<file path="config.mk">
export PLATFORM = sky130hd
export DESIGN_NAME = id_ex_stage
export DESIGN_NICKNAME = d
export VERILOG_FILES = /design/src/rtl/pipe_pkg.sv /design/src/rtl/fwd_unit.sv /design/src/rtl/id_ex_stage.sv
export SDC_FILE = /design/constraint.sdc
export NUM_CORES = 1
export LEC_CHECK = 0
export CAP_MARGIN = 20
export CORE_MARGIN = 4
export CORE_UTILIZATION = 45
export CTS_BUF_LIST = sky130_fd_sc_hd__clkbuf_4 sky130_fd_sc_hd__clkbuf_8 sky130_fd_sc_hd__clkbuf_16
export DETAILED_ROUTE_END_ITERATION = 8
export GPL_TIMING_DRIVEN = 0
export MAX_ROUTING_LAYER = met4
export PLACE_DENSITY_LB_ADDON = 0.1
export SKIP_CTS_REPAIR_TIMING = 1
export SLEW_MARGIN = 40
export SYNTH_ARGS = -nofsm -noshare
export SYNTH_HDL_FRONTEND = slang
export SYNTH_HIERARCHICAL = 1
export SYNTH_SLANG_ARGS = --single-unit
</file>
<file path="constraint.sdc">
create_clock -name clk -period 3.84 [get_ports clk]
set_clock_uncertainty 0.15 [all_clocks]
set_input_delay 0.96 -clock clk [delete_from_list [all_inputs] [get_ports clk]]
set_output_delay 0.96 -clock clk [all_outputs]
set_load 0.03 [all_outputs]
</file>
<file path="src/rtl/pipe_pkg.sv">
//////////////////////////////////////////////////////////////////////////////
// pipe_pkg : shared ALU opcodes, widths and control bundle for the pipeline.
// Revision : 1.0
//////////////////////////////////////////////////////////////////////////////
`default_nettype none

package pipe_pkg;

    localparam int DW = 16;
    localparam int AW = 4;

    localparam logic [2:0] OP_ADD  = 3'b000;
    localparam logic [2:0] OP_SUB  = 3'b001;
    localparam logic [2:0] OP_MUL  = 3'b010;
    localparam logic [2:0] OP_DIV  = 3'b011;
    localparam logic [2:0] OP_AND  = 3'b100;
    localparam logic [2:0] OP_OR   = 3'b101;
    localparam logic [2:0] OP_ADDU = 3'b110;
    localparam logic [2:0] OP_NOP  = 3'b111;

    typedef struct packed {
        logic reg_write;
        logic mem_read;
        logic mem_write;
    } ctrl_t;

endpackage

`default_nettype wire

</file>
<file path="src/rtl/fwd_unit.sv">
//////////////////////////////////////////////////////////////////////////////
// fwd_unit : operand bypass select for one source register (EX > MEM > RF).
// Revision : 1.0
//////////////////////////////////////////////////////////////////////////////
`default_nettype none

module fwd_unit #(
    parameter int DW = pipe_pkg::DW,
    parameter int AW = pipe_pkg::AW
) (
    input  logic [AW-1:0] addr,
    input  logic [DW-1:0] id_data,
    input  logic          ex_valid,
    input  logic          ex_reg_write,
    input  logic          ex_mem_read,
    input  logic [AW-1:0] ex_rd_addr,
    input  logic [DW-1:0] ex_result,
    input  logic          mem_reg_write,
    input  logic [AW-1:0] mem_rd_addr,
    input  logic [DW-1:0] mem_result,
    output logic [DW-1:0] value
);

    always_comb begin
        value = id_data;
        if (addr == '0) begin
            value = '0;
        end else if (ex_valid && ex_reg_write && !ex_mem_read && (ex_rd_addr == addr)) begin
            value = ex_result;
        end else if (mem_reg_write && (mem_rd_addr == addr)) begin
            value = mem_result;
        end
    end

endmodule

`default_nettype wire

</file>
<file path="src/rtl/id_ex_stage.sv">
//////////////////////////////////////////////////////////////////////////////
// id_ex_stage : ID/EX pipeline register with operand forwarding and load-use bubbles.
// Revision    : 1.0
//////////////////////////////////////////////////////////////////////////////
`default_nettype none

module id_ex_stage #(
    parameter int DW  = pipe_pkg::DW,
    parameter int AW  = pipe_pkg::AW,
    parameter int SCW = 16
) (
    input  logic           clk,
    input  logic           rst,
    input  logic           id_valid,
    input  logic [2:0]     id_op,
    input  logic [AW-1:0]  id_rs_addr,
    input  logic [AW-1:0]  id_rt_addr,
    input  logic [DW-1:0]  id_rs_data,
    input  logic [DW-1:0]  id_rt_data,
    input  logic [DW-1:0]  id_imm,
    input  logic           id_use_imm,
    input  logic           id_rt_used,
    input  logic [AW-1:0]  id_rd_addr,
    input  logic           id_reg_write,
    input  logic           id_mem_read,
    input  logic           id_mem_write,
    input  logic [DW-1:0]  ex_result,
    input  logic           mem_reg_write,
    input  logic [AW-1:0]  mem_rd_addr,
    input  logic [DW-1:0]  mem_result,
    input  logic           hold,
    input  logic           flush,
    output logic           stall_id,
    output logic           ex_valid,
    output logic [2:0]     ex_op,
    output logic [DW-1:0]  ex_a,
    output logic [DW-1:0]  ex_b,
    output logic [DW-1:0]  ex_rs_val_store,
    output logic [AW-1:0]  ex_rd_addr,
    output logic           ex_reg_write,
    output logic           ex_mem_read,
    output logic           ex_mem_write,
    output logic           ex_div_zero,
    output logic [SCW-1:0] stall_count
);

    import pipe_pkg::*;

    localparam logic [SCW-1:0] c_cnt_one = {{(SCW-1){1'b0}}, 1'b1};

    ctrl_t         r_ctrl;
    ctrl_t         w_id_ctrl;
    logic [DW-1:0] w_fwd_rs;
    logic [DW-1:0] w_fwd_rt;
    logic [DW-1:0] w_b;
    logic          w_lu;

    assign w_id_ctrl    = '{reg_write: id_reg_write, mem_read: id_mem_read, mem_write: id_mem_write};
    assign ex_reg_write = r_ctrl.reg_write;
    assign ex_mem_read  = r_ctrl.mem_read;
    assign ex_mem_write = r_ctrl.mem_write;

    fwd_unit #(.DW(DW), .AW(AW)) u_fwd_rs (
        .addr          (id_rs_addr),
        .id_data       (id_rs_data),
        .ex_valid      (ex_valid),
        .ex_reg_write  (r_ctrl.reg_write),
        .ex_mem_read   (r_ctrl.mem_read),
        .ex_rd_addr    (ex_rd_addr),
        .ex_result     (ex_result),
        .mem_reg_write (mem_reg_write),
        .mem_rd_addr   (mem_rd_addr),
        .mem_result    (mem_result),
        .value         (w_fwd_rs)
    );

    fwd_unit #(.DW(DW), .AW(AW)) u_fwd_rt (
        .addr          (id_rt_addr),
        .id_data       (id_rt_data),
        .ex_valid      (ex_valid),
        .ex_reg_write  (r_ctrl.reg_write),
        .ex_mem_read   (r_ctrl.mem_read),
        .ex_rd_addr    (ex_rd_addr),
        .ex_result     (ex_result),
        .mem_reg_write (mem_reg_write),
        .mem_rd_addr   (mem_rd_addr),
        .mem_result    (mem_result),
        .value         (w_fwd_rt)
    );

    assign w_b = id_use_imm ? id_imm : w_fwd_rt;

    // A load in EX cannot be bypassed; its data only appears on mem_result a cycle later.
    assign w_lu = id_valid && ex_valid && r_ctrl.mem_read && (ex_rd_addr != '0) &&
                  ((ex_rd_addr == id_rs_addr) || (id_rt_used && (ex_rd_addr == id_rt_addr)));

    assign stall_id = !rst && (w_lu || hold);

    always_ff @(posedge clk or posedge rst) begin
        if (rst) begin
            ex_valid        <= 1'b0;
            ex_op           <= OP_NOP;
            ex_a            <= '0;
            ex_b            <= '0;
            ex_rs_val_store <= '0;
            ex_rd_addr      <= '0;
            r_ctrl          <= '0;
            ex_div_zero     <= 1'b0;
            stall_count     <= '0;
        end else if (flush) begin
            ex_valid    <= 1'b0;
            ex_op       <= OP_NOP;
            r_ctrl      <= '0;
            ex_div_zero <= 1'b0;
        end else if (hold) begin
            ex_valid <= ex_valid;
        end else if (w_lu) begin
            ex_valid    <= 1'b0;
            ex_op       <= OP_NOP;
            r_ctrl      <= '0;
            ex_div_zero <= 1'b0;
            if (stall_count != '1) begin
                stall_count <= stall_count + c_cnt_one;
            end
        end else begin
            ex_valid        <= id_valid;
            ex_op           <= id_valid ? id_op : OP_NOP;
            ex_a            <= w_fwd_rs;
            ex_b            <= w_b;
            ex_rs_val_store <= w_fwd_rt;
            ex_rd_addr      <= id_rd_addr;
            r_ctrl          <= id_valid ? w_id_ctrl : '0;
            ex_div_zero     <= id_valid && (id_op == OP_DIV) && (w_b == '0);
        end
    end

endmodule

`default_nettype wire

</file>
==> flow_summary.json <==
{
  "run_status": "completed",
  "design_area_mm2": 0.007083,
  "min_path_cells": 2,
  "diodes": 0,
  "overflow": 0,
  "wl_met3_um": 1173,
  "cts_buffer_depth": 2,
  "p_leak_uw": 0.002874,
  "cp-end-kind": "primary output",
  "n_fill_cell": 888,
  "grt_pass1_vias": 4934,
  "num_vias": 4695,
  "htree_levels": 3,
  "setup_viol": 0,
  "initial_utilization": 0.4622,
  "final_common_cell": "clkdlybuf4s50_1",
  "dp_cells": 790,
  "grt.total_usage": 0.2607,
  "cp_max_fo": 10,
  "synth-async-reset-ratio": 1.000,
  "root_buffer": "clkbuf_8",
  "hold-path-endpoint": "ex_b[3]$_DFFE_PP0P_",
  "worstPathRequired_ns": 2.73,
  "worstSetupPathType": "input port to primary output",
  "vias_per_cell": 5.825,
  "fp.dieH_um": 111.2,
  "die_w_um": 111.2,
  "ys_ff_latch": 76,
  "synth_ff_type": "dfrtp_1",
  "coreArea_mm2": 0.01037,
  "reg2regPathDepth": 9,
  "rr_endpoint": "ex_div_zero$_DFFE_PP0P_",
  "dp_hpwl_um": 12300,
  "synth_edf_count": 0,
  "ir_drop_v": 0.0002094,
  "rsz0062_at_grt": "false",
  "dieArea_mm2": 0.01237,
  "synthSimpleGateAreaFrac": 0.1564,
  "wl_per_cell_um": 19.56,
  "reg2reg_setup_slack_ns": 0.91,
  "worst_pin_slew_ns": 0.5647,
  "min_period_over_period": 0.9273,
  "fmax_ghz": 0.2808,
  "clock_sinks": 76,
  "top_layer": "met4",
  "report.final.slew_viol_count": 0,
  "r2r-start": "ex_rd_addr[1]$_DFFE_PP0P_",
  "start_kind": "input port",
  "seqCellArea_mm2": 0.001906,
  "rows": 37,
  "syn_inst": 470,
  "drive_gt1_frac": 0.1746,
  "final_cell_mix": "clkdlybuf4s50_1, dfrtp_1, o21ai_0, nand4_1, mux2_2",
  "synth_compound_gate_area_share": 0.1942,
  "crit_start": "id_rs_addr[0]",
  "clock_latency_ns": 0.36,
  "syn_nets": 581,
  "layout.cells.non_filler": 806,
  "synth_top_family_by_area": "compound AO/OA/AOI/OAI gates",
  "netlist_area_mm2": 0.004793,
  "synth-seq-area-share": 0.3975,
  "routed_wl_um": 15770,
  "nNetsFinal": 776,
  "grt_max_degree": 40,
  "postSynthAreaPerCell_um2": 10.20,
  "port-buffer-count": 183,
  "hold_class": "register to register",
  "powerDensity_mw_per_mm2": 359.1,
  "cts_buffers": 9,
  "slew-limit-headroom": 0.6236,
  "synth_fa_ha_area_frac": 0.002610,
  "cts.clk_slew.worst_paths_ns": 0.09,
  "gp_congestion": 0.9130,
  "antenna_found_initial": 0,
  "synthMuxAreaShare": 0.1203,
  "cts_tree": "built",
  "fin_tns_setup_ns": 0,
  "synth_xor_area_frac": 0.07753,
  "arrival_ns": 2.45,
  "fin_crit_ns": 3.561,
  "multiInputGateArea_mm2": 0.002654,
  "dr_wl_met2_um": 7480,
  "cap_violations": 0,
  "drtIter0Drc": 385,
  "areaGrowthSynthToFinish_pct": 47.77,
  "ant_nets": 0,
  "min_from": "ex_b[3]$_DFFE_PP0P_",
  "hold_violations": 0,
  "met1_length_um": 6631,
  "yosys_warnings": 6,
  "drc": 0,
  "dpl_cell_area_mm2": 0.006820,
  "grt_pass1_wl_um": 25390,
  "drtPass1Iterations": 5,
  "synth.distinct_cells": 47,
  "io_pins": 187
}
[state kept, by name, summed over array words and instances (netlist names)]
register and count:
ex_reg_write 1, ex_op 3, ex_valid 1, ex_mem_write 1, ex_b 16, ex_rd_addr 4, ex_div_zero 1, ex_a 16
stall_count 16, ex_mem_read 1, ex_rs_val_store 16
[layout make-up]
| class | count | area share |
|---|---|---|
| multi-input cells | 348 | 0.3747 |
| flip-flops and latches | 76 | 0.2690 |
| repair buffers | 184 | 0.2643 |
| plain buffers | 40 | 0.03162 |
| well taps | 136 | 0.02402 |
| clock buffers | 11 | 0.02049 |
| clock inverters | 5 | 0.01201 |
| inverters | 6 | 0.003886 |
[worst max path at each step]
stage / slack (ns) / to / cells after the start
after floorplan: 0.53 / stall_id / 6
after global placement: -0.58 / ex_a[5]$_DFFE_PP0P_ / 2
after detailed placement: -0.57 / stall_id / 8
after CTS: -0.60 / stall_id / 8
after global routing: 0.08 / ex_div_zero$_DFFE_PP0P_ / 10
final: 0.28 / stall_id / 8
[layer usage]
| layer | vias to the layer above | track usage |
|---|---|---|
| met2 | 223 | 0.4093 |
| met5 | - | - |
| li1 | 2187 | - |
| met3 | 34 | 0.05677 |
| met4 | 0 | 0.1095 |
| met1 | 2251 | 0.3263 |
[stage by stage]
| stage | utilization | total power, µW | hold WS (ns) | setup WS [ns] |
|---|---|---|---|---|
| 2_1_floorplan | - | 1427 | 0.4212 | 0.5329 |
| 3_3_place_gp | 0.6553 | 1818 | 0.3181 | -0.5834 |
| 3_5_place_dp | 0.6577 | 1837 | 0.3208 | -0.5662 |
| 4_1_cts | 0.6799 | 2554 | 0.3408 | -0.5989 |
| 5_1_grt | 0.6830 | 2657 | 0.3665 | 0.07863 |
| 6_report | 0.6830 | 2544 | 0.3379 | 0.2792 |
[synth_stat cells, types with 2 or more instances]
library cell | n | area share
a21oi_1 | 3 | 0.0031
a22oi_1 | 2 | 0.0031
a31oi_1 | 12 | 0.016
a31oi_2 | 20 | 0.052
and3_1 | 3 | 0.0039
buf_1 | 2 | 0.0016
buf_2 | 20 | 0.021
buf_6 | 5 | 0.012
clkbuf_1 | 12 | 0.0094
dfrtp_1 | 73 | 0.38
dfstp_2 | 3 | 0.016
inv_1 | 6 | 0.0047
mux2_2 | 36 | 0.085
mux2i_1 | 16 | 0.033
nand2_1 | 27 | 0.021
nand3_1 | 9 | 0.0094
nand3_2 | 2 | 0.0042
nand4_1 | 41 | 0.054
nand4b_4 | 2 | 0.0099
nor2_1 | 7 | 0.0055
nor3_1 | 10 | 0.010
nor4_1 | 14 | 0.018
o21ai_0 | 46 | 0.048
o21ai_1 | 3 | 0.0031
o31ai_1 | 32 | 0.050
or2_1 | 4 | 0.0052
or4_1 | 4 | 0.0063
xnor2_1 | 22 | 0.040
xnor2_2 | 4 | 0.014
xor2_1 | 13 | 0.024
[where the power goes]
part           internal [µW]  leakage (µW)  switching, µW  total, µW
clock network            394      0.000113            329        722
registers                893      0.000946           67.9        961
logic                    399       0.00182            462        861
total                   1690       0.00287            858       2540
[critical path, cell delays in order]
cell and delay (ns):
dlymetal6s2s_1 0.25, xnor2_1 0.16, nand4_1 0.17, o22a_1 0.25, buf_6 0.14, buf_8 0.14, a21oi_1 0.16, clkbuf_4 0.21
[kinds of logic (layout without fill, tap and decap cells)]
logic type	after synthesis	count (layout)
flops	76	76
xor+xnor	39	39
compound gates	126	126
mux	53	53
fa+ha+maj	1	1
simple gates	129	129
buf+inv	46	246
No activity file was read; power rests on OpenSTA's default activity.
